--- config.mk ---
export PLATFORM = sky130hd
export DESIGN_NAME = rojobot_wb_hub
export DESIGN_NICKNAME = d
export VERILOG_FILES = /design/src/rtl/rojobot_wb_hub_pkg.sv /design/src/rtl/rojobot_wb_chan.sv /design/src/rtl/rojobot_wb_hub.sv
export SDC_FILE = /design/constraint.sdc
export NUM_CORES = 1
export LEC_CHECK = 0
export CELL_PAD_IN_SITES_DETAIL_PLACEMENT = 0
export CELL_PAD_IN_SITES_GLOBAL_PLACEMENT = 1
export CORE_MARGIN = 2
export CORE_UTILIZATION = 30
export DETAILED_ROUTE_END_ITERATION = 16
export PLACE_DENSITY_LB_ADDON = 0.12
export SYNTH_ARGS = -nofsm -noshare
export SYNTH_HDL_FRONTEND = slang
export SYNTH_SLANG_ARGS = --single-unit
--- constraint.sdc ---
create_clock -name clk -period 1.8 [get_ports clk]
set_input_delay 0.54 -clock clk [delete_from_list [all_inputs] [get_ports clk]]
set_output_delay 0.54 -clock clk [all_outputs]
set_load 0.02 [all_outputs]
--- src/rtl/rojobot_wb_hub_pkg.sv ---
// Shared constants for the Rojobot Wishbone hub: register offsets, STATUS bits,
// channel limits and the default hub identifier.
package rojobot_wb_hub_pkg;
    localparam int         MAX_BOTS       = 8;
    localparam logic [7:0] HUB_ID_DEFAULT = 8'hB0;

    localparam logic [4:0] OFF_INFO   = 5'h00;
    localparam logic [4:0] OFF_CTRL   = 5'h04;
    localparam logic [4:0] OFF_STATUS = 5'h08;
    localparam logic [4:0] OFF_IRQEN  = 5'h0C;

    localparam logic [4:0] OFF_IRQSUM = 5'h00;
    localparam logic [4:0] OFF_ID     = 5'h04;

    localparam int ST_PEND = 0;
    localparam int ST_OVR  = 1;
endpackage

--- src/rtl/rojobot_wb_chan.sv ---
// One Rojobot channel: control byte, info snapshot, pending/overrun flags,
// interrupt enable and rising-edge detection of the update level.
module rojobot_wb_chan
    import rojobot_wb_hub_pkg::*;
(
    input  logic        clk,
    input  logic        rstn,
    input  logic [31:0] i_info,
    input  logic        i_upd,
    input  logic        i_wr_ctrl,
    input  logic        i_wr_status,
    input  logic        i_wr_irqen,
    input  logic [7:0]  i_wdat,
    output logic [31:0] o_info,
    output logic [7:0]  o_ctrl,
    output logic        o_pend,
    output logic        o_ovr,
    output logic        o_irqen
);
    logic        r_upd_d;
    logic [31:0] r_info;
    logic [7:0]  r_ctrl;
    logic        r_pend, r_ovr, r_irqen;
    logic        w_evt, w_clr_pend, w_clr_ovr;

    assign w_evt      = i_upd & ~r_upd_d;
    assign w_clr_pend = i_wr_status & i_wdat[ST_PEND];
    assign w_clr_ovr  = i_wr_status & i_wdat[ST_OVR];

    always_ff @(posedge clk or negedge rstn) begin
        if (!rstn) begin
            r_upd_d <= 1'b0;
            r_info  <= '0;
            r_ctrl  <= '0;
            r_pend  <= 1'b0;
            r_ovr   <= 1'b0;
            r_irqen <= 1'b0;
        end else begin
            r_upd_d <= i_upd;
            if (i_wr_ctrl)  r_ctrl  <= i_wdat;
            if (i_wr_irqen) r_irqen <= i_wdat[0];
            if (w_evt)      r_info  <= i_info;
            // Set beats clear; an event racing a PEND clear is not an overrun.
            if (w_evt)           r_pend <= 1'b1;
            else if (w_clr_pend) r_pend <= 1'b0;
            if (w_evt && r_pend && !w_clr_pend) r_ovr <= 1'b1;
            else if (w_clr_ovr)                 r_ovr <= 1'b0;
        end
    end

    assign o_info  = r_info;
    assign o_ctrl  = r_ctrl;
    assign o_pend  = r_pend;
    assign o_ovr   = r_ovr;
    assign o_irqen = r_irqen;
endmodule

--- src/rtl/rojobot_wb_hub.sv ---
// Wishbone classic slave serving NUM_BOTS Rojobot channels: address decode,
// single-cycle ack/err, registered read mux and aggregate interrupt.
module rojobot_wb_hub
    import rojobot_wb_hub_pkg::*;
#(
    parameter int         NUM_BOTS = 2,
    parameter logic [7:0] HUB_ID   = HUB_ID_DEFAULT
) (
    input  logic                    clk,
    input  logic                    rstn,
    input  logic [31:0]             wb_adr_i,
    input  logic [31:0]             wb_dat_i,
    input  logic [3:0]              wb_sel_i,
    input  logic                    wb_we_i,
    input  logic                    wb_cyc_i,
    input  logic                    wb_stb_i,
    input  logic [2:0]              wb_cti_i,
    input  logic [1:0]              wb_bte_i,
    output logic [31:0]             wb_dat_o,
    output logic                    wb_ack_o,
    output logic                    wb_err_o,
    output logic                    wb_rtry_o,
    input  logic [32*NUM_BOTS-1:0]  bot_info_i,
    input  logic [NUM_BOTS-1:0]     bot_upd_i,
    output logic [8*NUM_BOTS-1:0]   bot_ctrl_o,
    output logic                    irq_o
);
    logic                         r_ack, r_err, r_irq;
    logic [31:0]                  r_dat;
    logic [NUM_BOTS-1:0][31:0]    w_info;
    logic [NUM_BOTS-1:0][7:0]     w_ctrl;
    logic [NUM_BOTS-1:0]          w_pend, w_ovr, w_irqen;
    logic [MAX_BOTS-1:0]          w_irq_vec;
    logic [4:0]                   w_off;
    logic [2:0]                   w_idx;
    logic                         w_glb, w_idx_ok, w_req, w_err, w_wr_go;
    logic [31:0]                  w_rdat, w_sel_info;
    logic [7:0]                   w_sel_ctrl;
    logic                         w_sel_pend, w_sel_ovr, w_sel_irqen;
    logic                         w_unused;

    assign w_unused = ^{wb_adr_i[31:9], wb_dat_i[31:8], wb_sel_i[3:1], wb_cti_i, wb_bte_i};

    assign w_off    = wb_adr_i[4:0];
    assign w_idx    = wb_adr_i[7:5];
    assign w_glb    = wb_adr_i[8];
    assign w_idx_ok = {29'b0, w_idx} < NUM_BOTS;
    assign w_req    = wb_cyc_i & wb_stb_i & ~r_ack & ~r_err;
    assign w_wr_go  = w_req & wb_we_i & ~w_err & wb_sel_i[0];

    always_comb begin
        w_irq_vec   = '0;
        w_sel_info  = '0;
        w_sel_ctrl  = '0;
        w_sel_pend  = 1'b0;
        w_sel_ovr   = 1'b0;
        w_sel_irqen = 1'b0;
        for (int n = 0; n < NUM_BOTS; n++) begin
            w_irq_vec[n] = w_pend[n] & w_irqen[n];
            if (w_idx == 3'(n)) begin
                w_sel_info  = w_info[n];
                w_sel_ctrl  = w_ctrl[n];
                w_sel_pend  = w_pend[n];
                w_sel_ovr   = w_ovr[n];
                w_sel_irqen = w_irqen[n];
            end
        end
    end

    // Anything not matched below (bad index, hole in the map) errors out.
    always_comb begin
        w_err  = 1'b1;
        w_rdat = '0;
        if (w_glb) begin
            case (w_off)
                OFF_IRQSUM: begin w_err = wb_we_i; w_rdat = {24'h0, w_irq_vec}; end
                OFF_ID:     begin w_err = wb_we_i; w_rdat = {16'h0, 8'(NUM_BOTS), HUB_ID}; end
                default:    ;
            endcase
        end else if (w_idx_ok) begin
            case (w_off)
                OFF_INFO:   begin w_err = wb_we_i; w_rdat = w_sel_info; end
                OFF_CTRL:   begin w_err = 1'b0; w_rdat = {24'h0, w_sel_ctrl}; end
                OFF_STATUS: begin w_err = 1'b0; w_rdat = {30'h0, w_sel_ovr, w_sel_pend}; end
                OFF_IRQEN:  begin w_err = 1'b0; w_rdat = {31'h0, w_sel_irqen}; end
                default:    ;
            endcase
        end
    end

    for (genvar n = 0; n < NUM_BOTS; n++) begin : g_chan
        logic w_hit;
        assign w_hit = w_wr_go & ~w_glb & (w_idx == 3'(n));
        rojobot_wb_chan u_chan (
            .clk         (clk),
            .rstn        (rstn),
            .i_info      (bot_info_i[n*32 +: 32]),
            .i_upd       (bot_upd_i[n]),
            .i_wr_ctrl   (w_hit & (w_off == OFF_CTRL)),
            .i_wr_status (w_hit & (w_off == OFF_STATUS)),
            .i_wr_irqen  (w_hit & (w_off == OFF_IRQEN)),
            .i_wdat      (wb_dat_i[7:0]),
            .o_info      (w_info[n]),
            .o_ctrl      (w_ctrl[n]),
            .o_pend      (w_pend[n]),
            .o_ovr       (w_ovr[n]),
            .o_irqen     (w_irqen[n])
        );
    end

    always_ff @(posedge clk or negedge rstn) begin
        if (!rstn) begin
            r_ack <= 1'b0;
            r_err <= 1'b0;
            r_dat <= '0;
            r_irq <= 1'b0;
        end else begin
            r_ack <= w_req & ~w_err;
            r_err <= w_req & w_err;
            r_dat <= (w_req && !w_err) ? w_rdat : '0;
            r_irq <= |w_irq_vec;
        end
    end

    assign wb_ack_o   = r_ack;
    assign wb_err_o   = r_err;
    assign wb_dat_o   = r_dat;
    assign wb_rtry_o  = 1'b0;
    assign irq_o      = r_irq;
    assign bot_ctrl_o = w_ctrl;
endmodule

After elaboration in Yosys (flattened, before gate mapping)
Index checks and enable logic that the tools add are counted.
{"block": "totals", "ff_bits": 123}
{"block": "classes", "order_cmp": 1, "n_reduce_logical": 17, "muxes": 27, "eq_ne": 4, "n_bitwise": 31}
{"op": "2-to-1 mux 32 bit", "n": 5}
{"op": "one-hot mux 32 bit (4 select lines)", "n": 1}
{"op": "AND 1 bit", "n": 25}
{"op": "one-hot mux 10 bit (2 select lines)", "n": 1}
{"op": "2-to-1 mux 1 bit", "n": 17}
{"op": "2-to-1 mux 8 bit", "n": 2}
{"op": "== test 5 x 4 -> 1 bit (second input constant)", "n": 2}
{"op": "nonzero test 2 bit", "n": 4}
{"op": "NOT 1 bit", "n": 6}
{"op": "== test 5 x 3 -> 1 bit (second input constant)", "n": 1}
{"op": "logical AND 1 bit", "n": 5}
{"op": "logical NOT 5 bit", "n": 1}
{"op": "OR reduction 2 bit", "n": 2}
{"op": "== test 3 x 1 -> 1 bit (second input constant)", "n": 1}
{"op": "logical NOT 1 bit", "n": 3}
{"op": "logical NOT 3 bit", "n": 1}
{"op": "less-than comparator 3 x 2 -> 1 bit (second input constant)", "n": 1}
{"op": "OR reduction 3 bit", "n": 1}
{"op": "one-hot mux 1 bit (2 select lines)", "n": 1}

Logic depth before layout (Yosys ltp)
Gate-level depths: netlist of the first run.
{"block": "logic_depth", "word_depth": 15, "mapped_depth": 6, "ltp_nobuf": 4}

Modules after synthesis
Synthesis of the first run repeated with hierarchy kept, for this count alone.
{"block": "unflattened", "cells_unflattened": 364, "hier_area_um2": 5567.8}
{"module": "rojobot_wb_chan", "instances": 2, "seq_area_each_um2": 1101.1, "cells_each": 97, "area_each_um2": 1808.0}
{"module": "rojobot_wb_hub", "instances": 1, "seq_area_each_um2": 875.8, "cells_each": 170, "area_each_um2": 1951.9}

Least setup slack after synthesis of the first run
OpenSTA, ideal clock, no wires.
{"block": "synth_timing", "kind": "input -> register", "startpoint": "input port wb_adr_i[3]", "endpoint": "register g_chan[1].u_chan.r_ctrl[1]", "t_arrival_ns": 1.787, "required_time_ns": 1.675, "path_slack_ns": -0.111, "path_stages": 5, "path_buffers": 1, "path_cell_list": "buf_6 > nor4_4 > nand2_2 > nor3_4 > mux2_2"}
{"block": "synth_via", "elab_chain_len": 11, "word_cells_on_any_way": 16, "classes_between": "eq/ne (3); mux (4); bitwise (6); reduce/logical (3)"}
{"element": "start, declared", "line": "rojobot_wb_hub.sv:11", "rtl": "input logic [31:0] wb_adr_i,"}
{"element": "== test 5 x 3 -> 1 bit / == test 5 x 4 -> 1 bit (equally long branches)", "line": "rojobot_wb_hub.sv:75, rojobot_wb_hub.sv:81, rojobot_wb_hub.sv:99"}
{"element": "OR reduction 3 bit (no line)"}
{"element": "one-hot mux 1 bit (2 select lines)", "line": "rojobot_wb_hub.sv:81", "rtl": "case (w_off)"}
{"element": "2-to-1 mux 1 bit", "line": "rojobot_wb_hub.sv:80", "rtl": "end else if (w_idx_ok) begin"}
{"element": "2-to-1 mux 1 bit", "line": "rojobot_wb_hub.sv:74", "rtl": "if (w_glb) begin"}
{"element": "NOT 1 bit", "line": "rojobot_wb_hub.sv:49", "rtl": "assign w_wr_go = w_req & wb_we_i & ~w_err & wb_sel_i[0];"}
{"element": "AND 1 bit (2 in series)", "line": "rojobot_wb_hub.sv:49"}
{"element": "AND 1 bit (2 in series)", "line": "rojobot_wb_hub.sv:93", "rtl": "assign w_hit = w_wr_go & ~w_glb & (w_idx == 3'(n));"}
{"element": "AND 1 bit *", "line": "rojobot_wb_hub.sv:99", "rtl": ".i_wr_ctrl (w_hit & (w_off == OFF_CTRL)),"}
{"element": "end signal, assigned", "line": "rojobot_wb_chan.sv:40", "rtl": "if (i_wr_ctrl) r_ctrl <= i_wdat;"}
{"element": "end, declared", "line": "rojobot_wb_chan.sv:22", "rtl": "logic [7:0] r_ctrl;"}
Every way passes the cells marked *; elsewhere a longest branch is shown, timed or not.
A chain may end at the register's enable or synchronous reset.

Worst setup path in the final report of the first run
{"block": "layout_timing", "startpoint": "input port wb_adr_i[0]", "endpoint": "register g_chan[1].u_chan.r_ctrl[1]"}
The elaborated chain is that of the path after synthesis.

==> summary.txt, run 1 <==
Min Clock Period, post-route -> 1.73 ns
number of synthesized flops with an enable pin -> 0
synth top area cells -> dfrtp_1 (59%), nand2_1 (14%), mux2_2 (5.8%)
unrepaired setup endpoints after global routing -> true
Non-Filler Instances -> 926
Pre-antenna DRT Iters -> 4
WL/cell -> 15.6 µm
dpl cells -> 893
Core Area -> 17,200 µm²
Post-synth top flop -> dfrtp_1
Die Wd -> 136 µm
GRT Total Usage -> 16.8%
total power per unit cell area -> 905 nW/µm²
MaxCap Viol Count -> 0
max frequency -> 0.578 GHz
DRT antenna net count -> 0
Starting Density -> 30.4%
via count -> 4,208
Rows -> 48
layout cells sized above 1 -> 18.0%
clk_skew -> 0.0102 ns
root buffer cell -> clkbuf_16
Setup CP Type -> in -> reg
startpoint class of the critical path -> input pin
vias per cell -> 4.54
DP HPWL -> 10.2 mm
Iter 0 DRT Violations -> 190
vias in the first global route -> 4,512
syn_nets -> 656
CTS Buf Count -> 17
CTS tree -> done
Yosys top cell by area -> dfrtp_1
DRT Wirelength -> 14.4 mm
Syn Inst Count -> 512
post-synthesis cell type count -> 40
Hold WC Path Type -> in -> async
WHS -> 0.0382 ns
CP Max Fanout -> 8
CTS Sinks -> 123
Placer Congestion -> 0.831
cts hold-fix bufs -> 0
clock buffer depth -> 2
Post-synth top cells -> nand2_1 (200), dfrtp_1 (123), mux2i_1 (28), mux2_2 (27), nor2_1 (27)
Mapped Area -> 5220 µm²
die area -> 18,500 µm²
top cell type's share of synthesized area -> 59.0%
final setup violation count -> 0
Required @ worst endpoint -> 2.09 ns
Final Max Slew Viols -> 0
largest net degree at the start of global routing -> 40
CP arrival -> 2.02 ns
Nets -> 832
CP Capture Type -> flop
grt ovf -> 0
clock slew at reported path FFs -> 0.05 ns
Antenna Cells -> 0
Area growth syn-to-layout -> 49.7%
most common cell in the netlist -> nand2_1
first-pass GRT wire length -> 23.4 mm
Mean Syn Cell Area -> 10.2 µm²
Ys Warns -> 0
PortBufs -> 139
die height -> 136 µm
post-synthesis sequential area ratio -> 59.0%
Final Hold Fails -> 0
DRC -> 0
num ports -> 196
Post-synth ARST share -> 100%
Fill cells -> 1,707
H-tree depth -> 4
initial antenna violation count -> 0
Pleak -> 3.98 nW
Synth Register Bits -> 123
Skew-Pair Late Insertion Delay -> 0.41 ns
Max VDD drop -> 0.618 mV
outcome -> complete, no violations
Final Util -> 45.5%
Period Utilization, post-route -> 96.1%
## flip-flops by register name (all words and copies together) (netlist names)
name,count
wb_dat_o,32
wb_err_o,1
g_chan.u_chan.o_ovr,2
g_chan.u_chan.r_upd_d,2
g_chan.u_chan.o_info,64
g_chan.u_chan.o_ctrl,16
wb_ack_o,1
g_chan.u_chan.o_pend,2
g_chan.u_chan.o_irqen,2
irq_o,1
## cell type report
cell class              count  area (µm²)  share of cell area, %
clock inverters             6        60.1                  0.769
multi-input cells         358        2060                   26.4
repair buffers            188        1820                   23.3
flip-flops and latches    123        3080                   39.4
clock buffers              26         509                   6.52
well taps                 225         282                   3.60
## worst paths after layout
path / startpoint / end / slack (ns) / cells past startpoint
setup / recovery: wb_adr_i[0] / g_chan[1].u_chan.o_ctrl[1] / 0.07 / 6
hold / removal: rstn / g_chan[1].u_chan.o_info[5] / 0.04 / 1
setup reg to reg: wb_ack_o / g_chan[0].u_chan.o_ctrl[0] / 0.09 / 6
hold reg to reg: g_chan[1].u_chan.o_info[2] / g_chan[1].u_chan.o_info[2] / 0.46 / 2
max in group asynchronous: rstn / g_chan[0].u_chan.o_info[15] / 1.21 / 2
min in group clk: g_chan[1].u_chan.o_info[2] / g_chan[1].u_chan.o_info[2] / 0.46 / 2
## layer usage
| layer | wire length [µm] | GRT usage, % | part of all wire (%) | vias to the layer above |
|---|---|---|---|---|
| met3 | 839 | 4.47 | 5.8 | 18 |
| met4 | 236 | 6.48 | 1.6 | 0 |
| met2 | 6750 | 27.0 | 47 | 126 |
| met5 | 0 | 0 | 0 | - |
| li1 | - | - | - | 2036 |
| met1 | 6620 | 21.8 | 46 | 2028 |
## critical path, stage by stage
cell	delay, ns
clkdlybuf4s15_1	0.25
nor4_4	0.36
nand2_2	0.16
nor3_4	0.24
buf_12	0.15
mux2_2	0.32
## cells in the final DEF (no fill, tap or decap), types with 5 or more instances in the layout
master           Yosys  final
a22oi_1              5      5
buf_12               0     11
buf_4                3     37
clkbuf_16            0     17
clkbuf_8             0      5
clkdlybuf4s50_1      0     75
dfrtp_1            123    123
dlygate4sd2_1        0     59
mux2_2              27     25
mux2i_1             28     28
nand2_1            200    200
nor2_1              27     27
nor3_1              10      8
o21ai_0              9      9
## cells by family after synthesis
family | share of synthesized area, %
AND/OR/NAND/NOR | 22.3
AO/OA/AOI/OAI | 4.12
flip-flops | 59.0
buffers and inverters | 2.71
multiplexers | 11.8
other | 0.0719
## where the power goes
part           total (W)  internal (W)  switching, W
clock            0.00324       0.00207       0.00116
combinational   0.000786      0.000407      0.000379
sequential       0.00305       0.00295     0.0000933
## metrics by stage
stage / area [µm²] / setup WS [ns] / power, W / TNS [ns]
after floorplan: 5230 / -0.105 / 0.00342 / -1.65
after global placement: 7270 / -0.615 / 0.00388 / -26.98
after detailed placement: 7270 / -0.635 / 0.00390 / -26.95
after CTS: 7790 / 0.0122 / 0.00718 / 0
after global routing: 7810 / -0.00156 / 0.00740 / -0.00247
final: 7810 / 0.0704 / 0.00707 / 0
## timing repair
| item | CTS | global route |
|---|---|---|
| endpoints found under the setup margin | 100 | 19 |
| setup buffers | 1 | 0 |
| gates resized for setup | 65 | 8 |
| endpoints found under the hold margin | 0 | 0 |
| pin swaps | 5 | 5 |
(Power assumes the default switching activity.)
==> inputs of run 2 (changes only) <==
--- a/config.mk
+++ b/config.mk
@@ -5,6 +5,7 @@
 export SDC_FILE = /design/constraint.sdc
 export NUM_CORES = 1
 export LEC_CHECK = 0
+export CAP_MARGIN = 20
 export CELL_PAD_IN_SITES_DETAIL_PLACEMENT = 0
 export CELL_PAD_IN_SITES_GLOBAL_PLACEMENT = 1
 export CORE_MARGIN = 2
@@ -14,3 +15,4 @@
 export SYNTH_ARGS = -nofsm -noshare
 export SYNTH_HDL_FRONTEND = slang
 export SYNTH_SLANG_ARGS = --single-unit
+export TNS_END_PERCENT = 30
==> run 2 against run 1 <==
Sequential power hardly changed. Register-to-register slack worse by 0.02 ns. Combinational power is 0.9% lower. Clock power is 6.5% higher. Count of clock-buffer cells in the layout is 2 lower. First-iteration DRC count is 11% higher. Setup slack worse by 0.014 ns. Maximum frequency is 0.82% lower. Final cell count is 0.54% higher. Critical endpoint is now g_chan[1].u_chan.o_ctrl[6]. Highest routed layer unchanged.
==> summary.txt, run 2 (synthesized netlist as in run 1, its figures left out) <==
outcome -> complete, no violations
Die Wd -> 136 µm
Hold WC Path Type -> in -> async
initial antenna violation count -> 0
clock buffer depth -> 2
Pleak -> 4.02 nW
Reg area -> 3080 µm²
Max VDD drop -> 0.633 mV
CTS Buf Count -> 17
max incr delay on CP -> 0.33 ns
max reg flops -> 64
Core Area -> 17,200 µm²
vias per cell -> 4.52
Antenna Cells -> 0
max frequency -> 0.573 GHz
Place WS -> -0.618 ns
dpl cells -> 895
Setup CP Type -> in -> reg
Rows -> 48
DRT Wirelength -> 14.5 mm
num ports -> 196
CTS tree -> done
commonest non-fill, non-tap cell in the layout -> nand2_1
Final Max Slew Viols -> 0
largest net degree at the start of global routing -> 35
clock slew at reported path FFs -> 0.05 ns
die area -> 18,500 µm²
grt ovf -> 0
final setup TNS -> 0 ns
DRT antenna net count -> 0
MaxCap Viol Count -> 0
Worst Path Buf+Inv -> 2
Non-Filler Instances -> 931
clk_skew -> 0.00766 ns
Required @ worst endpoint -> 2.09 ns
final setup violation count -> 0
PortBufs -> 139
via count -> 4,205
die height -> 136 µm
Starting Density -> 30.4%
WL/cell -> 15.6 µm
Nets -> 837
multi-input logic area -> 2060 µm²
startpoint class of the critical path -> input pin
GRT Total Usage -> 16.8%
final worst slack -> 0.0561 ns
CP Capture Type -> flop
Iter 0 DRT Violations -> 210
total power per unit cell area -> 926 nW/µm²
Period Utilization, post-route -> 96.9%
first-pass GRT wire length -> 23.5 mm
Placer Congestion -> 0.813
Pre-antenna DRT Iters -> 4
DRC -> 0
CP Max Fanout -> 8
Skew-Pair Late Insertion Delay -> 0.41 ns
CP delay by family, top -> simple AND/OR/NAND/NOR gates
Slowest-stage cell, CP -> nor4_4
crit path cell chain -> dlygate4sd2_1, nor4_4, nand2_2, nor3_4, buf_12, mux2_2
CP arrival -> 2.03 ns
vias in the first global route -> 4,513
DP HPWL -> 10.4 mm
Area growth syn-to-layout -> 50.5%
Min Clock Period, post-route -> 1.74 ns
root buffer cell -> clkbuf_16
Fill cells -> 1,675
layout cells sized above 1 -> 18.8%
worst reg-to-reg setup slack -> 0.07 ns
CTS Sinks -> 123
unrepaired setup endpoints after global routing -> true
most frequent cells in the layout -> nand2_1 (200), dfrtp_1 (123), clkdlybuf4s50_1 (75), dlygate4sd2_1 (59), buf_4 (44)
cts hold-fix bufs -> 0
Final Hold Fails -> 0
H-tree depth -> 4
[run 2: cell types whose count changed in the layout (fill, tap and decap cells not counted), sizes merged, moves of 2 or more]
cell          change
bufinv            +2
buf               +5
clkinv            +2
clkbuf            -3
clkinvlp          -2
dlymetal6s2s      +2
[run 2: metrics by stage]
stage                     power, W  hold WS (ns)  area (µm²)  utilization (%)
after global routing       0.00761        0.0596        7860             45.7
after floorplan            0.00342         0.244        5220                -
after CTS                  0.00738        0.0428        7820             45.5
after detailed placement   0.00389         0.458        7250             42.2
after global placement     0.00387         0.456        7250             42.2
final                      0.00727        0.0513        7860             45.7
[run 2: metal layers]
layer	routed length (µm)	share of wire [%]	vias to the layer above	global-route usage, %
li1	-	-	2046	-
met1	6550	45	2037	21.4
met2	6940	48	108	27.2
met3	830	5.7	14	5.15
met4	204	1.4	0	5.79
met5	0	0	-	0
[run 2: path summary, 6_finish.rpt]
path | endpoint | start | depth (start not counted)
min in group clk | g_chan[0].u_chan.o_info[13] | g_chan[0].u_chan.o_info[13] | 2
worst max-delay path | g_chan[1].u_chan.o_ctrl[6] | wb_adr_i[4] | 6
worst max register to register | g_chan[1].u_chan.o_ctrl[6] | wb_ack_o | 6
worst min-delay path | g_chan[1].u_chan.o_ctrl[3] | rstn | 1
worst min register to register | g_chan[0].u_chan.o_info[13] | g_chan[0].u_chan.o_info[13] | 2
max in group asynchronous | wb_ack_o | rstn | 2
[run 2: repair_timing]
action	in CTS	in global routing
resized for setup	67	7
pin swaps	8	6
endpoints found under the setup margin	94	47
setup buffers	1	2
hold endpoints to repair	0	0
cloned	0	1
[run 2: power by group]
part	internal [W]	total (W)	switching, W
combinational	0.000406	0.000779	0.000374
clock	0.00228	0.00345	0.00117
sequential	0.00295	0.00305	0.0000938
[run 2: cell type report]
cell class | instances | area share [%]
Timing Repair Buffer | 193 | 23.4
Clock buffer | 24 | 6.13
Multi-Input combinational cell | 358 | 26.3
Tap cell | 225 | 3.58
Sequential cell | 123 | 39.2
Clock inverter | 8 | 1.47
